File: src/rtl/adder_share_arbiter.sv
// Round-robin arbiter that time-shares one Kogge-Stone adder among NUM_REQ
// requesters and returns results through a single-entry response register.

module configurable_kogge_stone_adder #(
  parameter int DATA_WIDTH = 32
) (
  input  logic [DATA_WIDTH-1:0] a,
  input  logic [DATA_WIDTH-1:0] b,
  input  logic                  cin,
  output logic [DATA_WIDTH-1:0] sum,
  output logic                  cout
);

  localparam int LVL = $clog2(DATA_WIDTH);

  logic [DATA_WIDTH-1:0] gk, pk, gn, pn;
  logic [DATA_WIDTH:0]   carry;

  // Parallel-prefix tree: after LVL levels, gk[i]/pk[i] span bits [i:0].
  always_comb begin
    gk = a & b;
    pk = a ^ b;
    gn = gk;
    pn = pk;
    for (int l = 0; l < LVL; l++) begin
      gn = gk;
      pn = pk;
      for (int i = 0; i < DATA_WIDTH; i++) begin
        if (i >= (1 << l)) begin
          gn[i] = gk[i] | (pk[i] & gk[i - (1 << l)]);
          pn[i] = pk[i] & pk[i - (1 << l)];
        end
      end
      gk = gn;
      pk = pn;
    end
  end

  // Carry-in enters as a generate below bit 0 of every prefix group.
  assign carry = {gk | (pk & {DATA_WIDTH{cin}}), cin};
  assign sum   = (a ^ b) ^ carry[DATA_WIDTH-1:0];
  assign cout  = carry[DATA_WIDTH];

endmodule

module adder_share_arbiter #(
  parameter int DATA_WIDTH = 32,
  parameter int NUM_REQ    = 4,
  localparam int IDW       = $clog2(NUM_REQ)
) (
  input  logic                          clk,
  input  logic                          rst_n,
  input  logic [NUM_REQ-1:0]            req_valid,
  output logic [NUM_REQ-1:0]            req_ready,
  input  logic [NUM_REQ*DATA_WIDTH-1:0] req_a,
  input  logic [NUM_REQ*DATA_WIDTH-1:0] req_b,
  input  logic [NUM_REQ-1:0]            req_cin,
  output logic                          rsp_valid,
  input  logic                          rsp_ready,
  output logic [IDW-1:0]                rsp_id,
  output logic [DATA_WIDTH-1:0]         rsp_sum,
  output logic                          rsp_cout
);

  // Returns {found, index} of the first valid requester after 'last', wrapping.
  function automatic logic [IDW:0] rr_pick(input logic [NUM_REQ-1:0] v,
                                           input logic [IDW-1:0]     last);
    logic [IDW:0] r;
    int           idx;
    r = '0;
    for (int k = NUM_REQ; k >= 1; k--) begin
      idx = (int'(last) + k) % NUM_REQ;
      if (v[idx]) r = {1'b1, idx[IDW-1:0]};
    end
    return r;
  endfunction

  logic                  run_q, run_d;
  logic [IDW-1:0]        last_grant_q, last_grant_d;
  logic                  rsp_valid_q, rsp_valid_d;
  logic [IDW-1:0]        rsp_id_q, rsp_id_d;
  logic [DATA_WIDTH-1:0] rsp_sum_q, rsp_sum_d;
  logic                  rsp_cout_q, rsp_cout_d;

  logic                  gnt_found;
  logic [IDW-1:0]        gnt_idx;
  logic                  accept;
  logic                  hs;
  logic [DATA_WIDTH-1:0] add_a, add_b, add_sum;
  logic                  add_cin, add_cout;

  // run_q holds off grants until the first clock edge after reset release.
  always_comb begin
    {gnt_found, gnt_idx} = rr_pick(req_valid, last_grant_q);
    accept    = !rsp_valid_q || rsp_ready;
    hs        = gnt_found && accept && run_q;
    req_ready = '0;
    if (hs) req_ready[gnt_idx] = 1'b1;
  end

  always_comb begin
    add_a   = '0;
    add_b   = '0;
    add_cin = 1'b0;
    for (int i = 0; i < NUM_REQ; i++) begin
      if (gnt_idx == IDW'(i)) begin
        add_a   = req_a[i*DATA_WIDTH +: DATA_WIDTH];
        add_b   = req_b[i*DATA_WIDTH +: DATA_WIDTH];
        add_cin = req_cin[i];
      end
    end
  end

  configurable_kogge_stone_adder #(
    .DATA_WIDTH(DATA_WIDTH)
  ) u_adder (
    .a   (add_a),
    .b   (add_b),
    .cin (add_cin),
    .sum (add_sum),
    .cout(add_cout)
  );

  // A drain without a new accept clears valid but leaves the payload stale.
  always_comb begin
    run_d        = 1'b1;
    last_grant_d = last_grant_q;
    rsp_valid_d  = rsp_valid_q;
    rsp_id_d     = rsp_id_q;
    rsp_sum_d    = rsp_sum_q;
    rsp_cout_d   = rsp_cout_q;
    if (hs) begin
      last_grant_d = gnt_idx;
      rsp_valid_d  = 1'b1;
      rsp_id_d     = gnt_idx;
      rsp_sum_d    = add_sum;
      rsp_cout_d   = add_cout;
    end else if (rsp_ready) begin
      rsp_valid_d  = 1'b0;
    end
  end

  always_ff @(posedge clk or negedge rst_n) begin
    if (!rst_n) begin
      run_q        <= 1'b0;
      last_grant_q <= IDW'(NUM_REQ - 1);
      rsp_valid_q  <= 1'b0;
      rsp_id_q     <= '0;
      rsp_sum_q    <= '0;
      rsp_cout_q   <= 1'b0;
    end else begin
      run_q        <= run_d;
      last_grant_q <= last_grant_d;
      rsp_valid_q  <= rsp_valid_d;
      rsp_id_q     <= rsp_id_d;
      rsp_sum_q    <= rsp_sum_d;
      rsp_cout_q   <= rsp_cout_d;
    end
  end

  assign rsp_valid = rsp_valid_q;
  assign rsp_id    = rsp_id_q;
  assign rsp_sum   = rsp_sum_q;
  assign rsp_cout  = rsp_cout_q;

endmodule

File: config.mk
export PLATFORM = sky130hd
export DESIGN_NAME = adder_share_arbiter
export DESIGN_NICKNAME = d
export VERILOG_FILES = /design/src/rtl/adder_share_arbiter.sv
export SDC_FILE = /design/constraint.sdc
export NUM_CORES = 1
export LEC_CHECK = 0
export BUFFER_PORTS_ARGS = -buffer_cell sky130_fd_sc_hd__buf_2
export CAP_MARGIN = 20
export CORE_AREA = 2 2 119 121
export CTS_CLUSTER_DIAMETER = 50
export CTS_CLUSTER_SIZE = 20
export DETAILED_ROUTE_END_ITERATION = 10
export DIE_AREA = 0 0 121 123
export PLACE_DENSITY = 0.74
export SLEW_MARGIN = 20
export SYNTH_ARGS = -nofsm -noshare
export SYNTH_HDL_FRONTEND = slang
export SYNTH_SLANG_ARGS = --single-unit
File: constraint.sdc
create_clock -name clk -period 4.05 [get_ports clk]
set_input_delay 0.81 -clock clk [delete_from_list [all_inputs] [get_ports clk]]
set_output_delay 0.81 -clock clk [all_outputs]
set_load 0.05 [all_outputs]
* Word-level counts from Yosys, hierarchy flattened
Cells that the tools add are included.
Word-level totals: flip-flop bits (word level) 39, input port bits 267, output and inout port bits 40, word-level logic and storage cells 459
Cells by class: $add $sub $neg 4, magnitude comparators 6, eq/ne operators 3, muxes and demuxes 33, bitwise operators 396, reductions and logical operators 11
Operators with widths (number):
- $and A1 B1 Y1 | 258
- $mux W32 | 8
- $or A1 B1 Y1 | 129
- $and A32 B32 Y32 | 2
- $xor A32 B32 Y32 | 2
- $or A32 B32 Y32 | 1
- $lt A3 B4 Y1 const B | 4
- $mux W1 | 15
- $mux W3 | 4
- $bmux W1 S2 | 4
- $reduce_or A2 Y1 | 4
- $add A2 B1 Y2 const B | 2
- $add A2 B2 Y2 const B | 2
- $and A1 B1 Y1 const A | 4
- $eq A2 B2 Y1 const B | 2
- $mux W4 | 1
- $logic_and A1 B1 Y1 | 3
- $lt A2 B3 Y1 const B | 1
- $demux W1 S2 | 1
- $eq A2 B1 Y1 const B | 1
- $ge A2 B1 Y1 const B | 1
- $logic_not A2 Y1 | 1
- $reduce_bool A2 Y1 | 1
- $logic_not A1 Y1 | 1
- $logic_or A1 B1 Y1 | 1

* Logic depth before layout (Yosys ltp)
Gate-level depths: netlist of the first run.
word-level depth 28, depth in mapped cells 20, gate-level depth less buffers 17

* Cells and area by module
Synthesis of the first run repeated with hierarchy kept, for this count alone.
Second synthesis, totals: cell total of the unflattened synthesis 508, area total of the unflattened synthesis 5177.5 um2
Modules (own cells, without submodules):
- adder_share_arbiter | times used 1, cells an instance 320, area an instance 3777.4 um2, sequential area each 978.4 um2
- configurable_kogge_stone_adder | times used 1, cells an instance 188, area an instance 1400.1 um2, sequential area each 0.0 um2

* Worst setup path before layout of the first run
No wires, ideal clock.
kind in2reg, start point in req_valid[2], end point reg rsp_sum_q[16], in the netlist rsp_sum[16], setup time 131 ps, data arrival time 4177 ps, data required time 3919 ps, path slack -257 ps, stages 19, buffers on the path 3, cells stage by stage nand2b_1 o22a_2 o21ai_4 clkbuf_1 clkbuf_1 clkbuf_1 nand2_1 a31oi_1 ha_1 a21o_1 a21o_1 a21oi_1 nand2b_1 a211oi_2 o21ai_2 a2111oi_2 nor2_1 xnor2_1 o21ai_1
On the way: word-level cells in the longest chain between the ends 23, elaborated cells on any way between the ends 84, classes of those cells eq/ne: 3; mux: 28; bitwise: 50; reduce/logical: 3
RTL lines:
- start, declared | RTL line 53 | input logic [NUM_REQ-1:0] req_valid,
- $bmux W1 S2 | RTL line 73 | if (v[idx]) r = {1'b1, idx[IDW-1:0]};
- $mux W1 (implied by the code) (2 in series) | RTL line 73
- $mux W3 (3 in series) | RTL line 73
- $mux W3 (*) | RTL line 73
- $logic_not A2 Y1 | RTL line 106 | if (gnt_idx == IDW'(i)) begin
- $mux W32 (4 in series) | RTL line 106
- $xor A32 B32 Y32 / $and A32 B32 Y32 (equally long branches) | RTL line 22, 41, 21
- $and A1 B1 Y1 | RTL line 30 | gn[i] = gk[i] | (pk[i] & gk[i - (1 << l)]);
- $or A1 B1 Y1 | RTL line 30
- $and A1 B1 Y1 | RTL line 30
- $or A1 B1 Y1 | RTL line 30
- $and A1 B1 Y1 | RTL line 30
- $or A1 B1 Y1 | RTL line 30
- $and A1 B1 Y1 | RTL line 30
- $or A1 B1 Y1 | RTL line 30
- $or A32 B32 Y32 | RTL line 40 | assign carry = {gk | (pk & {DATA_WIDTH{cin}}), cin};
- $xor A32 B32 Y32 | RTL line 41 | assign sum = (a ^ b) ^ carry[DATA_WIDTH-1:0];
- end signal, assigned | RTL line 156 | rsp_sum_q <= rsp_sum_d;
- end, declared | RTL line 82 | logic [DATA_WIDTH-1:0] rsp_sum_q, rsp_sum_d;
Every way passes the cells marked *; elsewhere a longest branch is shown, timed or not. The select of a mux whose other input is x is not followed. A chain may end at the register's enable or synchronous reset.

* Worst setup path after layout of the first run
start point in req_valid[2], end point reg rsp_sum_q[25], in the netlist rsp_sum[25]
On the way: word-level cells in the longest chain between the ends 24, elaborated cells on any way between the ends 111, classes of those cells eq/ne: 3; mux: 28; bitwise: 77; reduce/logical: 3
RTL lines (RTL line):
- $bmux W1 S2 | 73
- $mux W1 (implied by the code) (2 in series) | 73
- $mux W3 (3 in series) | 73
- $mux W3 (*) | 73
- $logic_not A2 Y1 | 106
- $mux W32 (4 in series) | 106
- $xor A32 B32 Y32 / $and A32 B32 Y32 (equally long branches) | 22, 41, 21
- $and A1 B1 Y1 | 30
- [... 2 more ...]
- $or A1 B1 Y1 | 30
- $and A1 B1 Y1 | 30
- $or A1 B1 Y1 | 30
- $and A1 B1 Y1 / $or A1 B1 Y1 (equally long branches) | 30
- $or A1 B1 Y1 / $and A1 B1 Y1 (equally long branches) | 30
- $or A1 B1 Y1 | 30
- $or A32 B32 Y32 | 40
- $xor A32 B32 Y32 | 41
Marks and branches as above.

==> results of run 1 <==
==> registers in the layout (all words and copies together), names as in the netlist <==
signal,cells
run_q,1
last_grant_q,2
rsp_valid,1
rsp_cout,1
rsp_sum,32
rsp_id,2
==> final cells by class <==
class | instances | area share
clock buffers | 7 | 0.0183
inverters | 4 | 0.00192
diodes | 1 | 0.000320
multi-input cells | 643 | 0.522
clock inverters | 1 | 0.000641
repair buffers | 407 | 0.303
flip-flops and latches | 39 | 0.125
well taps | 180 | 0.0288
==> synth_stat cells (2+ instances only) <==
library cell,number,share of area
sky130_fd_sc_hd__a211oi_1,65,0.095
sky130_fd_sc_hd__a21o_1,28,0.041
sky130_fd_sc_hd__a21oi_1,34,0.033
sky130_fd_sc_hd__a31oi_1,68,0.083
sky130_fd_sc_hd__and2_1,67,0.081
sky130_fd_sc_hd__and3_1,5,0.0061
sky130_fd_sc_hd__buf_2,2,0.0019
sky130_fd_sc_hd__clkbuf_1,53,0.039
sky130_fd_sc_hd__dfrtp_1,37,0.18
sky130_fd_sc_hd__dfstp_2,2,0.010
sky130_fd_sc_hd__ha_1,32,0.078
sky130_fd_sc_hd__inv_1,4,0.0029
sky130_fd_sc_hd__mux2i_1,2,0.0039
sky130_fd_sc_hd__nand2_1,188,0.14
sky130_fd_sc_hd__nand2b_1,6,0.0073
sky130_fd_sc_hd__nand3_1,9,0.0087
sky130_fd_sc_hd__nand4_1,5,0.0061
sky130_fd_sc_hd__nor2_1,18,0.013
sky130_fd_sc_hd__nor2b_1,5,0.0061
sky130_fd_sc_hd__nor3_1,3,0.0029
sky130_fd_sc_hd__nor3b_1,2,0.0029
sky130_fd_sc_hd__o211ai_1,3,0.0044
sky130_fd_sc_hd__o21a_1,2,0.0029
sky130_fd_sc_hd__o21ai_0,23,0.022
sky130_fd_sc_hd__o21ai_1,17,0.017
sky130_fd_sc_hd__o21ai_2,3,0.0051
sky130_fd_sc_hd__o21bai_1,2,0.0029
sky130_fd_sc_hd__o31a_1,2,0.0034
sky130_fd_sc_hd__or2_2,2,0.0024
sky130_fd_sc_hd__xnor2_1,12,0.020
sky130_fd_sc_hd__xor2_1,16,0.027
==> where the power goes <==
part	internal (mW)	leakage (nW)	switching, mW	total (mW)
Sequential	0.573	0.472	0.0952	0.668
Combinational	1.96	3.45	2.80	4.77
Clock	0.244	0.0739	0.147	0.391
==> cell usage in the layout (no fill, tap or decap), drive strengths merged, types with 3 or more instances in the layout <==
cell	instances
o211ai	3
nor2	18
and2	67
a31oi	68
xnor2	12
buf	407
inv	4
a211oi	66
o31a	3
nor2b	5
ha	32
dfrtp	37
clkbuf	7
nand2b	7
nand4	5
a21o	28
and3	5
nand2	188
xor2	16
o21bai	3
nor3	3
nand3	9
o21ai	44
a21oi	35
==> cells by family (layout without fill, tap and decap cells) <==
kind of cell | count (synthesis) | count (layout)
other | 1 | 2
DFF | 39 | 39
and+or+nand+nor | 315 | 315
xor gates and xnor gates | 28 | 28
adders and majority gates | 33 | 33
buffers and inverters | 60 | 419
AOI/OAI and AO/OA | 263 | 263
muxes | 3 | 3
==> layer usage <==
| layer | part of all wire | up-vias | global-route usage |
|---|---|---|---|
| li1 | - | 3388 | - |
| met2 | 0.47 | 268 | 0.438 |
| met3 | 0.076 | 23 | 0.0341 |
| met1 | 0.43 | 3115 | 0.376 |
| met4 | 0.018 | 0 | 0.0698 |
| met5 | 0 | - | 0 |
==> worst min path at each step <==
stage / startpoint / to / slack, ns
5_1_grt: rsp_sum[9] / rsp_sum[9] / 0.49
4_1_cts: rsp_id[1] / rsp_id[1] / 0.48
2_1_floorplan: last_grant_q[1] / last_grant_q[1] / 0.48
3_3_place_gp: rsp_sum[14] / rsp_sum[14] / 0.45
3_5_place_dp: rsp_id[1] / rsp_id[1] / 0.47
6_report: rsp_sum[26] / rsp_sum[26] / 0.47
==> stage by stage <==
| step | total power, mW | hold WS (ns) | cells |
|---|---|---|---|
| 3_5_place_dp | 5.26 | 0.465 | 1271 |
| 6_report | 5.83 | 0.474 | 1282 |
| 3_3_place_gp | 5.21 | 0.450 | 1271 |
| 4_1_cts | 5.67 | 0.479 | 1279 |
| 2_1_floorplan | 3.62 | 0.478 | 742 |
| 5_1_grt | 6.30 | 0.488 | 1281 |
==> critical path: cells and delay by family <==
family          cells  cell delay [ns]
compound gates     13             2.02
buf+inv             3             0.47
fa+ha+maj           1             0.30
simple gates        2             0.27
xor+xnor            1             0.23
==> repair_timing <==
item,4_1_cts,5_1_grt
hold buffers,0,0
setup buffers,0,2
endpoints found under the setup margin,0,19
resized for setup,0,29
==> results by group, run 1 <==
Outcome
  – Status: complete, no violations

Setup path
  – Worst Setup Path Type: input port to register
  – Worst Path Max Fanout: 29
  – Most Frequent Cell on Critical Path: sky130_fd_sc_hd__a21oi_1
  – List of cells traversed by the critical path: buf_2 > nand2b_1 > o22a_2 > o21ai_4 > buf_12 > buf_4 > and2_1 > a211oi_1 > a31oi_1 > ha_1 > a21o_1 > a21o_1 > a21oi_1 > o21ai_0 > a21oi_1 > o31a_4 > o21ai_2 > a21oi_1 > xor2_1 > o21ai_1
  – Peak per-stage delay on the critical path: 0.30 ns
  – Library cell contributing the largest single delay on the critical path: sky130_fd_sc_hd__ha_1
  – Reg2Reg Launch Point: last_grant_q[1]
  – Crit Reg-Reg Endpoint: rsp_sum[25]
  – Capturing element type of the critical path: register
  – Crit path DAT: 4.12 ns
  – Start point of the critical path: req_valid[2]
  – Termination of the worst setup path: rsp_sum[25]
  – Worst EP required: 4.19 ns
  – CP startpoint kind: input port
  – Cell count of the worst reg-to-reg path: 19
  – Setup slack of the most critical reg-to-reg path: 0.11 ns

Clock tree
  – CTS buffer count: 5
  – Maximum buffer depth of the clock tree: 2
  – Clock tree from TritonCTS: yes
  – Clock slew at reported path FFs: 0.06 ns
  – H-tree depth: 2
  – Root Driver: sky130_fd_sc_hd__clkbuf_16
  – Latest clock arrival within the worst-skew pair: 0.27 ns
  – Sink count of the clock tree: 39

Yosys
  – Area share of fa/ha/maj cells after synthesis: 0.0816
  – Cell Area, Synth: 5150 um^2
  – Fraction of the yosys area taken by sequential cells: 0.190
  – Yosys warnings: 0
  – Dominant combinational cell family by area after synthesis: compound AO/OA/AOI/OAI gates
  – Yosys reg bits: 39
  – Post-Synthesis Net Count: 1042
  – Area share of xor/xnor cells in the synthesized design: 0.0476
  – Number of library cell types mapped by synthesis: 56
  – Compound-Gate Fraction of Synth Area: 0.345
  – Mean instance size in the synthesized netlist: 6.94 um^2
  – Multiplexer share of the synthesized area: 0.00826
  – Number of synthesized flops with an enable pin: 0
  – Synthesized netlist cell count: 742
  – Most used DFF post-synth: sky130_fd_sc_hd__dfrtp_1
  – Post-synthesis share of cell area spent on and, or, nand and nor gates: 0.283
  – Share of synthesized flip-flops with an asynchronous set or reset: 1.00

Route
  – Number of nets still failing antenna checks after routing: 0
  – Number of violations reported at the end of detailed-routing iteration 0: 355
  – Via density per instance: 5.30
  – First-pass iteration count of the detailed router: 5
  – Total length of routed wires: 20800 um
  – Number of vias in the routed layout: 6794
  – DRC violation count after routing: 0
  – Average detailed-routed wire length per instance: 16.2 um

STA
  – Fmax: 252 MHz
  – Setup slack of the critical path after layout: 0.0748 ns
  – Final-report max-slew violation count: 0
  – Final setup vio count: 0
  – Slew at the pin closest to its max-slew limit: 0.855 ns
  – Final cycle utilization of the critical path: 0.982
  – Number of hold-slack violations in the final timing report: 0
  – Setup TNS: 0 ns
  – Tightest slew margin relative to the limit: 0.430
  – Fin crit period: 3.98 ns
  – Final worst clock skew: 0.00223 ns
  – Unrepaired setup endpoints after global routing: true

Layout
  – Final net count: 1400
  – Sequential cell area: 978 um^2
  – Count of fill cells added during filler insertion: 1348
  – Footprint of the multi-input gates: 4080 um^2
  – Util after Layout: 0.574
  – Growth of design area from synthesis to finish: 51.6%
  – Post-layout instance area: 7810 um^2
  – Share of layout cells above drive strength 1: 0.413

Global route
  – Global-route wire length before repair: 31600 um
  – Antenna violations before repair: 0
  – Via count of the first global-routing pass: 6271
  – GR Util All Layers: 0.269
  – Largest net degree at the start of global routing: 67
  – Residual overflow from global routing: 0

Floorplan
  – Std cell rows: 43
  – Core outline area: 13600 um^2
  – Initial cell density of the core: 0.379
  – Boundary Pins: 307
  – Area of the die: 14900 um^2
  – Floorplan die height: 123 um
  – Floorplan die width: 121 um

Power
  – Leak Pwr: 4.00 nW
  – Peak supply drop: 0.227 mV
  – Power density relative to cell area: 746 nW/um^2

Place
  – Half-perimeter wire length of the detailed placement result: 17800 um
  – Count of port buffers added during placement: 306
  – Routability-driven placement congestion ratio: 0.924
  – Placed cell area: 7520 um^2
  – Post-place setup slack: -0.265 ns

Job
  – Max-capacitance violation count: 0

Hold path
  – Path type of the worst min-delay path: register to register
  – Hold Path Cell Cnt: 2
(Power assumes the default switching activity.)
==> run 2, diff against run 1 <==
- CORE_AREA: 2 2 119 121 -> 2 2 120 122
- DIE_AREA: 0 0 121 123 -> 0 0 122 124
- PLACE_DENSITY: 0.74 -> 0.73
- REMOVE_ABC_BUFFERS: not set -> 1
==> run 2 against run 1 <==
Effect of this change: sequential power grew 2%; largest cell class unchanged; clock skew grew 0.0070 ns; highest routed layer unchanged; critical endpoint is now rsp_sum[29]; utilization grew 0.33 points.
==> results by group, run 2 (synthesized netlist as in run 1, its figures left out) <==
Outcome
  – Status: complete, no violations

Layout
  – Growth of design area from synthesis to finish: 53.7%
  – Count of fill cells added during filler insertion: 1340 (-0.59%)
  – Max reg flops: 32 (unchanged)
  – Most used cells in the layout excluding fill and tap cells: sky130_fd_sc_hd__buf_2 (303), sky130_fd_sc_hd__nand2_1 (187), sky130_fd_sc_hd__buf_4 (85)
  – Most common cell after layout, fill and taps aside: sky130_fd_sc_hd__buf_2
  – Post-layout instance area: 7920 um^2 (+1.4%)
  – Share of layout cells above drive strength 1: 0.420 (+0.00712)
  – Final net count: 1398 (-0.14%)
  – Final antenna diode count: 0 (-1)
  – Util after Layout: 0.577 (+0.00325)

Clock tree
  – Clock tree from TritonCTS: yes
  – Latest clock arrival within the worst-skew pair: 0.28 ns (about the same)
  – Sink count of the clock tree: 39 (unchanged)
  – Maximum buffer depth of the clock tree: 2 (unchanged)
  – Root Driver: sky130_fd_sc_hd__clkbuf_16
  – Clock slew at reported path FFs: 0.06 ns (about the same)
  – CTS buffer count: 5 (unchanged)
  – Hold buffer count at CTS: 0 (unchanged)
  – H-tree depth: 2 (unchanged)

Place
  – Half-perimeter wire length of the detailed placement result: 14300 um (-20%)
  – Placed cell area: 7400 um^2 (-1.6%)
  – Routability-driven placement congestion ratio: 0.892 (-3.5%)
  – Post-place setup slack: -0.364 ns (-0.0985 ns)
  – Count of port buffers added during placement: 306 (unchanged)

Global route
  – Antenna violations before repair: 0 (unchanged)
  – Via count of the first global-routing pass: 5970 (-4.8%)
  – Largest net degree at the start of global routing: 40 (-40%)
  – Global-route wire length before repair: 27200 um (-14%)
  – GR Util All Layers: 0.221 (-0.0472)
  – Residual overflow from global routing: 0 (unchanged)

Power
  – Peak supply drop: 0.255 mV (+13%)
  – Leak Pwr: 4.01 nW (+0.20%)
  – Power density relative to cell area: 724 nW/um^2 (-2.9%)

Setup path
  – Bufs and invs on worst path: 4 (+1)
  – Worst Path Max Fanout: 8 (-72%)
  – Worst EP required: 4.22 ns (+0.03 ns)
  – Library cell contributing the largest single delay on the critical path: sky130_fd_sc_hd__o41a_1
  – CP startpoint kind: input port
  – Capturing element type of the critical path: register
  – Peak per-stage delay on the critical path: 0.49 ns (+0.19 ns)
  – Reg2Reg Launch Point: last_grant_q[1]
  – Most Frequent Cell on Critical Path: sky130_fd_sc_hd__o21ai_2
  – Worst Setup Path Type: input port to register
  – Start point of the critical path: req_valid[2]
  – Kind of cell adding the most delay to the critical path: compound AO/OA/AOI/OAI gates
  – Setup slack of the most critical reg-to-reg path: 0.10 ns (about the same)
  – Crit path DAT: 4.15 ns (+0.03 ns)
  – Crit Reg-Reg Endpoint: rsp_sum[16]
  – List of cells traversed by the critical path: buf_8 > nand2b_4 > a21boi_4 > o21ai_4 > clkbuf_16 > and2_4 > a211oi_2 > a31oi_1 > ha_1 > a21oi_2 > o21ai_2 > nor2_1 > inv_1 > o41a_1 > o21ai_2 > buf_4 > nand2_4 > a21oi_4 > o21ai_1 > a31o_1
  – Cell count of the worst reg-to-reg path: 18 (-1)
  – Termination of the worst setup path: rsp_sum[29]
  – Logic depth of the worst setup path including buffers: 20 (unchanged)

Floorplan
  – Initial cell density of the core: 0.376 (-0.00297)
  – Floorplan die height: 124 um (+0.81%)
  – Boundary Pins: 307 (unchanged)
  – Core outline area: 13700 um^2 (+0.79%)
  – Area of the die: 15100 um^2 (+1.6%)
  – Floorplan die width: 122 um (+0.83%)
  – Std cell rows: 43 (unchanged)

Route
  – Total length of routed wires: 18600 um (-10%)
  – First-pass iteration count of the detailed router: 5 (unchanged)
  – DRC violation count after routing: 0 (unchanged)
  – Number of vias in the routed layout: 6738 (-0.82%)
  – Average detailed-routed wire length per instance: 14.6 um (-10%)
  – Number of nets still failing antenna checks after routing: 0 (unchanged)
  – Number of violations reported at the end of detailed-routing iteration 0: 335 (-5.6%)
  – Via density per instance: 5.27 (-0.59%)

STA
  – Final-layout worst hold slack: 0.459 ns (-0.0155 ns)
  – Final worst clock skew: 0.00925 ns (+0.00701 ns)
  – Fmax: 252 MHz (about the same)
  – Number of hold-slack violations in the final timing report: 0 (unchanged)
  – Tightest slew margin relative to the limit: 0.375 (-0.0553)
  – Fin crit period: 3.98 ns (+0.000755 ns)
  – Unrepaired setup endpoints after global routing: true
  – Setup slack of the critical path after layout: 0.0740 ns (-0.000755 ns)
  – Final setup vio count: 0 (unchanged)
  – Slew at the pin closest to its max-slew limit: 0.938 ns (+0.0830 ns)
  – Final-report max-slew violation count: 0 (unchanged)
  – Final cycle utilization of the critical path: 0.982 (about the same)

Job
  – Max-capacitance violation count: 0 (unchanged)

Hold path
  – Path type of the worst min-delay path: register to register
[run 2: worst reg2reg max path: stages (launching register included)]
cell and delay, ns:
sky130_fd_sc_hd__dfstp_2 0.57, sky130_fd_sc_hd__mux2i_1 0.21, sky130_fd_sc_hd__o22a_2 0.25, sky130_fd_sc_hd__o21ai_4 0.14
sky130_fd_sc_hd__buf_4 0.19, sky130_fd_sc_hd__and2_1 0.17, sky130_fd_sc_hd__a211oi_2 0.18, sky130_fd_sc_hd__a31oi_1 0.08
sky130_fd_sc_hd__ha_1 0.33, sky130_fd_sc_hd__a21o_1 0.19, sky130_fd_sc_hd__a21o_1 0.17, sky130_fd_sc_hd__a21o_1 0.20
sky130_fd_sc_hd__a211oi_2 0.20, sky130_fd_sc_hd__buf_4 0.16, sky130_fd_sc_hd__o21ai_2 0.08, sky130_fd_sc_hd__a2111oi_2 0.36
sky130_fd_sc_hd__nor2_1 0.10, sky130_fd_sc_hd__xnor2_1 0.17, sky130_fd_sc_hd__o21ai_1 0.07
[run 2: final cells by class]
type / instances / area, um^2 / area share
multi-input cells: 645 / 4140 / 0.523
repair buffers: 403 / 2420 / 0.306
flip-flops and latches: 39 / 978 / 0.124
well taps: 180 / 225 / 0.0284
clock buffers: 7 / 133 / 0.0167
inverters: 4 / 15.0 / 0.00190
clock inverters: 1 / 5.00 / 0.000632
[run 2: metrics by stage]
step	total power [mW]	instances	setup TNS, ns
detailed placement	5.06	1254	-4.03
global placement	5.00	1254	-2.90
floorplan	3.59	686	-125.02
global route	6.21	1279	-1.23
finish	5.73	1279	0
CTS	5.47	1265	0
[run 2: routing by layer]
layer	up-vias	track usage	part of all wire
met5	-	0	0
met4	0	0.0539	0.020
met3	35	0.0293	0.050
met2	233	0.389	0.49
met1	3076	0.288	0.44
li1	3394	-	-
[run 2: timing repair]
| action | CTS | global route |
|---|---|---|
| gates resized for setup | 0 | 48 |
| gates cloned | 1 | 4 |
| buffers inserted | 2 | 11 |
| pin swaps | 2 | 39 |
| endpoints found under the setup margin | 4 | 17 |
[run 2: worst min-delay path by stage]
stage	start	to	slack (ns)	cells after the start
2_1_floorplan	last_grant_q[1]	last_grant_q[1]	0.48	2
3_3_place_gp	rsp_sum[14]	rsp_sum[14]	0.46	2
3_5_place_dp	rsp_sum[14]	rsp_sum[14]	0.45	2
4_1_cts	rsp_sum[14]	rsp_sum[14]	0.46	2
5_1_grt	rsp_sum[14]	rsp_sum[14]	0.47	2
6_report	rsp_sum[14]	rsp_sum[14]	0.46	2
[run 2: power by group]
| part | total, mW | switching, mW | leakage, nW | internal, mW |
|---|---|---|---|---|
| combinational | 4.67 | 2.67 | 3.47 | 2.01 |
| sequential | 0.679 | 0.106 | 0.472 | 0.573 |
| clock | 0.380 | 0.152 | 0.0679 | 0.228 |
